===== config.mk =====
export PLATFORM = sky130hd
export DESIGN_NAME = bus_arbiter_param_flat
export DESIGN_NICKNAME = d
export VERILOG_FILES = /design/src/rtl/bus_arbiter_param_if.sv /design/src/rtl/bus_arbiter_param.sv /design/src/flat_wrapper.sv
export SDC_FILE = /design/constraint.sdc
export NUM_CORES = 1
export LEC_CHECK = 0
export ABC_AREA = 1
export BUFFER_PORTS_ARGS = -buffer_cell sky130_fd_sc_hd__buf_2
export CORE_AREA = 2 2 39 41
export CTS_CLUSTER_SIZE = 24
export DETAILED_ROUTE_END_ITERATION = 10
export DIE_AREA = 0 0 41 43
export PLACE_DENSITY_LB_ADDON = 0.15
export SLEW_MARGIN = 15
export SYNTH_ARGS = -nofsm -noshare
export SYNTH_HDL_FRONTEND = slang
export SYNTH_SLANG_ARGS = --single-unit

===== constraint.sdc =====
create_clock -name clk -period 1.7 [get_ports clk]
set_input_delay 0.085 -clock clk [delete_from_list [all_inputs] [get_ports clk]]
set_output_delay 0.085 -clock clk [all_outputs]
set_load 0.02 [all_outputs]

===== src/rtl/bus_arbiter_param_if.sv =====
// bus_arbiter_param_if: request/grant bundle between the bus masters and the
// arbiter. The master modport is the requester side; the slave modport is
// the side the arbiter plugs into.
interface bus_arbiter_param_if #(
  parameter int NUM_MASTERS = 2
);
  localparam int ID_W = (NUM_MASTERS > 2) ? $clog2(NUM_MASTERS) : 1;

  logic [NUM_MASTERS-1:0] breq;
  logic [NUM_MASTERS-1:0] bgrant;
  logic [ID_W-1:0]        bgrant_id;
  logic                   bus_busy;
  logic                   preempt;

  modport master (
    output breq,
    input  bgrant,
    input  bgrant_id,
    input  bus_busy,
    input  preempt
  );

  modport slave (
    input  breq,
    output bgrant,
    output bgrant_id,
    output bus_busy,
    output preempt
  );
endinterface


===== src/rtl/bus_arbiter_param.sv =====
// bus_arbiter_param: N-master system bus arbiter, fixed priority (master 0
// highest) or round-robin. The owner keeps the bus for its whole tenure; one
// dead cycle separates consecutive owners.
// Optional tenure limit with forced release: define ARB_TENURE_LIMIT_EN.
module bus_arbiter_param #(
  parameter int NUM_MASTERS = 2,
  parameter int RR_MODE     = 0,
  parameter int MAX_TENURE  = 16
) (
  input  logic               clk,
  input  logic               rstn,
  bus_arbiter_param_if.slave bus
);

  localparam int ID_W = (NUM_MASTERS > 2) ? $clog2(NUM_MASTERS) : 1;

  if (NUM_MASTERS < 2 || NUM_MASTERS > 16 || MAX_TENURE < 1 || MAX_TENURE > 255) begin : g_param_check
    $error("bus_arbiter_param: parameter out of range");
  end

  typedef enum logic [1:0] {
    IDLE,
    OWNED,
    TURN
  } state_t;

  state_t                 state_q, state_d;
  logic [NUM_MASTERS-1:0] grant_q, grant_d;
  logic [ID_W-1:0]        id_q, id_d;
  logic                   busy_q, busy_d;
  logic [ID_W-1:0]        ptr_q, ptr_d;

  logic [NUM_MASTERS-1:0] req_eff;
  logic                   owner_req;
  logic                   win_found;
  logic [ID_W-1:0]        win_idx;
  logic [ID_W-1:0]        cand;

  assign owner_req = |(bus.breq & grant_q);

`ifdef ARB_TENURE_LIMIT_EN
  localparam logic [7:0] TENURE_LAST = 8'(MAX_TENURE - 1);

  logic [7:0]             tenure_q, tenure_d;
  logic [NUM_MASTERS-1:0] mask_q, mask_d;
  logic                   preempt_q, preempt_d;
  logic                   others_req;

  assign others_req  = |(bus.breq & ~grant_q);
  // A master that was just forced off sits out the arbitration that follows.
  assign req_eff     = bus.breq & ~mask_q;
  assign bus.preempt = preempt_q;
`else
  assign req_eff     = bus.breq;
  assign bus.preempt = 1'b0;
`endif

  assign bus.bgrant    = grant_q;
  assign bus.bgrant_id = id_q;
  assign bus.bus_busy  = busy_q;

  // Pick the winner among eligible requests: lowest index, or first at/above the RR pointer.
  always_comb begin
    win_found = 1'b0;
    win_idx   = '0;
    cand      = '0;
    for (int i = 0; i < NUM_MASTERS; i++) begin
      if (RR_MODE != 0) begin
        cand = ID_W'((int'(ptr_q) + i) % NUM_MASTERS);
        if (!win_found && req_eff[cand]) begin
          win_found = 1'b1;
          win_idx   = cand;
        end
      end else if (!win_found && req_eff[i]) begin
        win_found = 1'b1;
        win_idx   = ID_W'(i);
      end
    end
  end

  // Next-state and next-output logic; the closing edge of TURN is also an arbitration point.
  always_comb begin
    state_d = state_q;
    grant_d = grant_q;
    id_d    = id_q;
    busy_d  = busy_q;
    ptr_d   = ptr_q;
`ifdef ARB_TENURE_LIMIT_EN
    tenure_d  = tenure_q;
    mask_d    = mask_q;
    preempt_d = 1'b0;
`endif
    case (state_q)
      IDLE, TURN: begin
        state_d = IDLE;
`ifdef ARB_TENURE_LIMIT_EN
        mask_d = '0;
`endif
        if (win_found) begin
          state_d = OWNED;
          grant_d = NUM_MASTERS'(1) << win_idx;
          id_d    = win_idx;
          busy_d  = 1'b1;
          if (RR_MODE != 0) begin
            ptr_d = (win_idx == ID_W'(NUM_MASTERS - 1)) ? '0 : win_idx + ID_W'(1);
          end
`ifdef ARB_TENURE_LIMIT_EN
          tenure_d = '0;
`endif
        end
      end
      OWNED: begin
        if (!owner_req) begin
          state_d = TURN;
          grant_d = '0;
          id_d    = '0;
          busy_d  = 1'b0;
        end
`ifdef ARB_TENURE_LIMIT_EN
        else if (tenure_q == TENURE_LAST && others_req) begin
          state_d   = TURN;
          grant_d   = '0;
          id_d      = '0;
          busy_d    = 1'b0;
          preempt_d = 1'b1;
          mask_d    = grant_q;
        end else if (tenure_q != TENURE_LAST) begin
          tenure_d = tenure_q + 8'd1;
        end
`endif
      end
      default: begin
        state_d = IDLE;
        grant_d = '0;
        id_d    = '0;
        busy_d  = 1'b0;
      end
    endcase
  end

  // State and registered outputs; reset clears the bus immediately.
  always_ff @(posedge clk or negedge rstn) begin
    if (!rstn) begin
      state_q <= IDLE;
      grant_q <= '0;
      id_q    <= '0;
      busy_q  <= 1'b0;
      ptr_q   <= '0;
    end else begin
      state_q <= state_d;
      grant_q <= grant_d;
      id_q    <= id_d;
      busy_q  <= busy_d;
      ptr_q   <= ptr_d;
    end
  end

`ifdef ARB_TENURE_LIMIT_EN
  // Tenure counter, one-shot arbitration mask and preempt pulse.
  always_ff @(posedge clk or negedge rstn) begin
    if (!rstn) begin
      tenure_q  <= '0;
      mask_q    <= '0;
      preempt_q <= 1'b0;
    end else begin
      tenure_q  <= tenure_d;
      mask_q    <= mask_d;
      preempt_q <= preempt_d;
    end
  end
`endif

endmodule

===== src/flat_wrapper.sv =====
// flat-port wrapper written by rule: the top's interface ports become plain ports
module bus_arbiter_param_flat 
#(
  parameter int NUM_MASTERS = 2,
  parameter int RR_MODE     = 0,
  parameter int MAX_TENURE  = 16
)
  (clk, rstn, bus_breq, bus_bgrant, bus_bgrant_id, bus_bus_busy, bus_preempt);
  bus_arbiter_param_if #(.NUM_MASTERS(NUM_MASTERS)) bus_i ();
  input  logic clk;
  input  logic rstn;
  input wire logic [$bits(bus_i.breq)-1:0] bus_breq;
  output wire logic [$bits(bus_i.bgrant)-1:0] bus_bgrant;
  output wire logic [$bits(bus_i.bgrant_id)-1:0] bus_bgrant_id;
  output wire logic [$bits(bus_i.bus_busy)-1:0] bus_bus_busy;
  output wire logic [$bits(bus_i.preempt)-1:0] bus_preempt;
  assign bus_i.breq = bus_breq;
  assign bus_bgrant = bus_i.bgrant;
  assign bus_bgrant_id = bus_i.bgrant_id;
  assign bus_bus_busy = bus_i.bus_busy;
  assign bus_preempt = bus_i.preempt;
  bus_arbiter_param #(.NUM_MASTERS(NUM_MASTERS), .RR_MODE(RR_MODE), .MAX_TENURE(MAX_TENURE)) u_core (.clk(clk), .rstn(rstn), .bus(bus_i));
endmodule

==> Yosys cells after proc, flatten, opt, wreduce, memory -nomap -nowiden <==
Cells that the tools add are included.
{ "classes": {"eq_ne": 4, "n_reduce_logical": 6, "n_mux": 14, "shifts": 1, "bitwise_logic": 1} }
{ "op_table": {"columns": ["cell", "n"], "rows": [
  ["$pmux 2 s2", 2],
  ["$mux 1", 7],
  ["$mux 2", 3],
  ["$pmux 1 s2", 2],
  ["$reduce_or 2->1", 2],
  ["$and 2x2->2", 1],
  ["$eq 2x1->1 const B", 1],
  ["$eq 2x2->1 const B", 1],
  ["$logic_not 2->1", 1],
  ["$ne 2x1->1 const B", 1],
  ["$ne 2x2->1 const B", 1],
  ["$reduce_and 2->1", 1],
  ["$shl 1x1->2 const A", 1],
  ["$logic_and 1x1->1", 1],
  ["$logic_not 1->1", 1]
]} }
{ "totals": {"elab_cells": 30, "out_inout_bits": 5, "inputBits": 4, "regBits": 6} }

==> Depth between registers and ports, before layout <==
{ "depth": {"depth_word": 7, "mapped_depth": 6, "depth_no_buf": 6} }

==> Least setup slack after synthesis <==
OpenSTA, ideal clock, no wires.
{ "synth_timing": {"path_type": "register to register", "from": "reg, netlist name u_core.bus.bgrant_id", "to": "reg u_core.busy_q (netlist: u_core.bus.bus_busy)", "period_less_slack_ps": 945, "setup_slack_ps": 755, "setup_time_ps": 124, "arrival_time_ps": 821, "t_required_ps": 1576, "stages_incl_launch_ff": 7, "n_path_buf": 0, "path_cell_list": "dfrtp_1 -> nand2_1 -> nand2_2 -> nand2_2 -> nand2_2 -> nand2_1 -> nand2_1"} }
{ "synth_rtl": {"columns": ["element", "line_no", "rtl"], "rows": [
  ["end signal, assigned", "bus_arbiter_param.sv:153", "busy_q <= busy_d;"],
  ["end, declared", "bus_arbiter_param.sv:30", "logic busy_q, busy_d;"]
]} }

==> impl_table.tex <==
\begin{tabular}{lr}
\hline
Metric & Value \\
\hline
\multicolumn{2}{l}{\textbf{STA}} \\
\quad Worst clock skew & 0.0000987 ns \\
\quad Final hold viol count & 0 \\
\quad Period Utilization, post-route & 0.529 \\
\quad Number of setup violations in the final report & 0 \\
\quad Accumulated negative setup slack & 0 ns \\
\quad Clock period minus worst slack & 0.898 ns \\
\quad Achievable Freq & 1.11 GHz \\
\quad RSZ-0062 raised after global routing & no \\
\quad Max Slew Vio Count & 0 \\
\multicolumn{2}{l}{\textbf{Final layout}} \\
\quad Final Instance Area & 317 um\^{}2 \\
\quad Post-Route Utilization & 0.229 \\
\quad Ant. Diodes & 0 \\
\quad Signed area change from the synthesized netlist to the final layout & 31.8\% \\
\quad Number of non-filler instances in the completed layout & 55 \\
\quad NumNets Final & 44 \\
\quad Layout cells sized above 1 & 0.385 \\
\multicolumn{2}{l}{\textbf{Place}} \\
\quad Placement-stage cell area & 280 um\^{}2 \\
\quad Weighted congestion reported at the end of routability-driven placement & 0.669 \\
\quad Total instance count after detailed placement & 50 \\
\quad Buffers on Ports & 7 \\
\quad Hpwl dp & about 360 um \\
\multicolumn{2}{l}{\textbf{Synth}} \\
\quad Multiplexer area fraction after synthesis & 0 \\
\quad Sequential area share after synthesis & 0.521 \\
\quad Combinational family with the most area after synthesis & simple AND/OR/NAND/NOR gates \\
\quad Proportion of netlist area held by the largest area contributor & 0.521 \\
\quad Cell type contributing the most total cell area after synthesis & sky130\_fd\_sc\_hd\_\_dfrtp\_1 \\
\quad Number of storage elements in the synthesis netlist & 5 \\
\quad Distinct cell type count after synthesis & 10 \\
\quad EDFF count, synth & 0 \\
\quad Simple-gate share of the synthesized area & 0.365 \\
\quad Net count of the mapped netlist & 33 \\
\quad Parity-gate share of the synthesized area counting xor and xnor cells & 0 \\
\quad Total of warnings raised by yosys & 0 \\
\quad Most common cell in the synthesized netlist & sky130\_fd\_sc\_hd\_\_nand2\_1 \\
\quad Post-synth design cell area & 240 um\^{}2 \\
\quad Ranking of synthesized cells by area & sky130\_fd\_sc\_hd\_\_dfrtp\_1, sky130\_fd\_sc\_hd\_\_nand2\_1, sky130\_fd\_sc\_hd\_\_nand2\_2, sky130\_fd\_sc\_hd\_\_buf\_4, sky130\_fd\_sc\_hd\_\_nor2\_4 \\
\quad Avg Cell Area, Syn & 8.28 um\^{}2 \\
\quad Gate count of the mapped netlist & 29 \\
\quad Synth Area in Adders & 0 \\
\quad Compound-Gate Fraction of Synth Area & 0.0208 \\
\quad Async set or reset register ratio after synthesis & 1.00 \\
\quad Top flip-flop cell by instance count after synthesis & sky130\_fd\_sc\_hd\_\_dfrtp\_1 \\
\quad Leading cell types by count after synthesis & sky130\_fd\_sc\_hd\_\_nand2\_1, sky130\_fd\_sc\_hd\_\_dfrtp\_1, sky130\_fd\_sc\_hd\_\_nand2\_2 \\
\multicolumn{2}{l}{\textbf{Detailed routing}} \\
\quad Routed wire length & 450 um \\
\quad Iter 0 DRT Violations & 8 \\
\quad Post-DR wirelength/cell & between 8 and 9 um \\
\quad Total DRC errors in the routed layout & 0 \\
\quad Count of TritonRoute iterations in the first routing pass & 4 \\
\quad Via total after detailed routing & roughly 210 \\
\quad DRT antenna net count & 0 \\
\quad Drt via density & 3.76 \\
\multicolumn{2}{l}{\textbf{Worst setup path}} \\
\quad End of the worst register-to-register path & u\_core.bus.bus\_busy \\
\quad Startpoint kind of the worst setup timing path & register \\
\quad Largest fanout of any net on the critical path & 4 \\
\quad Number of cells on the worst reg-to-reg path & 6 \\
\quad Register-to-register path setup slack & 0.80 ns \\
\quad Required time worst endpoint & 1.82 ns \\
\quad Worst endpoint data arrival time & 1.01 ns \\
\quad Setup crit start & u\_core.bus.bgrant\_id \\
\quad Element type at the critical path end & register \\
\quad Worst flop-to-flop path startpoint & u\_core.bus.bgrant\_id \\
\quad Start-to-end type of the worst setup path & register to register \\
\multicolumn{2}{l}{\textbf{Clock tree}} \\
\quad Maximum number of buffers from clock root to sink & 2 \\
\quad Clk Latency, worst-skew pair & roughly 0.23 ns \\
\quad Inserted Clock Buffers & 3 \\
\quad Setup Buffers After CTS & 0 \\
\quad H-Tree Depth & 1 \\
\quad Clock-pin slew of the registers on the worst-case setup and hold paths & 0.04 ns \\
\quad CTS tree & built \\
\quad Buffer cell driving the clock tree root & sky130\_fd\_sc\_hd\_\_clkbuf\_4 \\
\quad Num Clock Sinks & 5 \\
\multicolumn{2}{l}{\textbf{GRT}} \\
\quad Initial antenna violation count & 0 \\
\quad Overall global routing resource usage & 0.0656 \\
\quad Vias in the first global route & about 190 \\
\quad Total congestion overflow & 0 \\
\quad Largest net degree at the start of global routing & 6 \\
\quad Global-route wire length before repair & 724 um \\
\multicolumn{2}{l}{\textbf{Pwr}} \\
\quad Static Leak & 0.172 nW \\
\quad Total design power & roughly 0.54 mW \\
\quad Power per unit of standard cell area & 1700 nW/um\^{}2 \\
\quad VDD IR max & 0.370 mV \\
\multicolumn{2}{l}{\textbf{Floorplanning}} \\
\quad Width of the die & slightly above 40 um \\
\quad Area of the die & between 1500 and 2000 um\^{}2 \\
\quad Initial Utilization & 0.174 \\
\quad Cell row count & 14 \\
\quad Placeable core area & 1380 um\^{}2 \\
\quad DIE HEIGHT & about 43 um \\
\quad IO Count & 9 \\
\multicolumn{2}{l}{\textbf{Hold path}} \\
\quad Hold Crit Depth & 3 \\
\quad Type of the most critical hold path & primary input to register \\
\quad Hold worst-path end & u\_core.bus.bgrant\_id \\
\quad Hold wc startpoint & bus\_breq[1] \\
\multicolumn{2}{l}{\textbf{Run status}} \\
\quad Outcome & finished, final reports clean \\
\multicolumn{2}{l}{\textbf{Flow run}} \\
\quad Number of max-cap violations & 0 \\
\hline
\end{tabular}
where the power goes:
part,switching [mW],total (mW),internal (mW)
sequential,0.0354,0.204,0.168
combinational,0.130,0.198,0.0682
clock,0.0469,0.136,0.0886
total,0.212,0.537,0.325
cell usage in the layout, fill, tap and decap left out:
| cell type | count |
|---|---|
| sky130_fd_sc_hd__nand2_1 | 12 |
| sky130_fd_sc_hd__buf_2 | 7 |
| sky130_fd_sc_hd__dfrtp_1 | 5 |
| sky130_fd_sc_hd__nand2_2 | 3 |
| sky130_fd_sc_hd__clkbuf_4 | 3 |
| sky130_fd_sc_hd__nor2_1 | 2 |
| sky130_fd_sc_hd__inv_2 | 1 |
| sky130_fd_sc_hd__nor2_4 | 1 |
| sky130_fd_sc_hd__nor3_1 | 1 |
| sky130_fd_sc_hd__o21ai_0 | 1 |
| sky130_fd_sc_hd__conb_1 | 1 |
| sky130_fd_sc_hd__clkbuf_1 | 1 |
| sky130_fd_sc_hd__dlygate4sd3_1 | 1 |
critical path: stages, from the launching register on:
cell and delay [ns]:
sky130_fd_sc_hd__dfrtp_1 0.39, sky130_fd_sc_hd__nand2_1 0.09, sky130_fd_sc_hd__nand2_2 0.06, sky130_fd_sc_hd__nand2_2 0.07
sky130_fd_sc_hd__nand2_2 0.06, sky130_fd_sc_hd__nand2_1 0.06, sky130_fd_sc_hd__nand2_1 0.04
timing repair:
action / CTS / global route
gates resized for setup: 0 / 0
hold buffers: 1 / 0
endpoints found under the hold margin: 5 / 0
kinds of logic after synthesis:
group	Yosys count
simple gates	19
flops	5
buf+inv	3
compound gates	1
other cells	1
sequential cells by signal, summed over array words and instances (netlist names):
register	count
u_core.state_q	2
u_core.bus.bgrant_id	1
u_core.bus.bus_busy	1
u_core.bus.bgrant	1
layer usage:
layer  GRT usage  vias to the layer above  part of all wire
met4      0.0600                        0                 0
met2      0.0781                        9              0.46
met5           0                        -                 0
met1      0.0817                       95              0.46
li1            -                      103                 -
met3      0.0314                        0             0.078
per-stage QoR:
step	hold WS (ns)	setup slack, ns
after global routing	0.112	0.734
after CTS	0.0905	0.793
after detailed placement	-0.0915	0.800
after floorplan	-0.211	0.755
final	0.0950	0.802
after global placement	-0.0906	0.789
how the worst max path moves through the flow:
stage / endpoint / slack (ns) / cells after the start
floorplan: u_core.bus.bus_busy / 0.76 / 6
global placement: u_core.bus.bus_busy / 0.79 / 6
detailed placement: u_core.bus.bgrant[0] / 0.80 / 6
CTS: u_core.bus.bus_busy / 0.79 / 6
global route: u_core.bus.bus_busy / 0.73 / 6
finish: u_core.bus.bus_busy / 0.80 / 6
cell type report:
type,count,area [um^2]
clock buffers,4,26.3
fillers,170,1070
inverters,1,3.75
multi-input cells,21,96.3
flip-flops and latches,5,125
well taps,16,20.0
repair buffers,8,45.0
(Power assumes the default switching activity.)
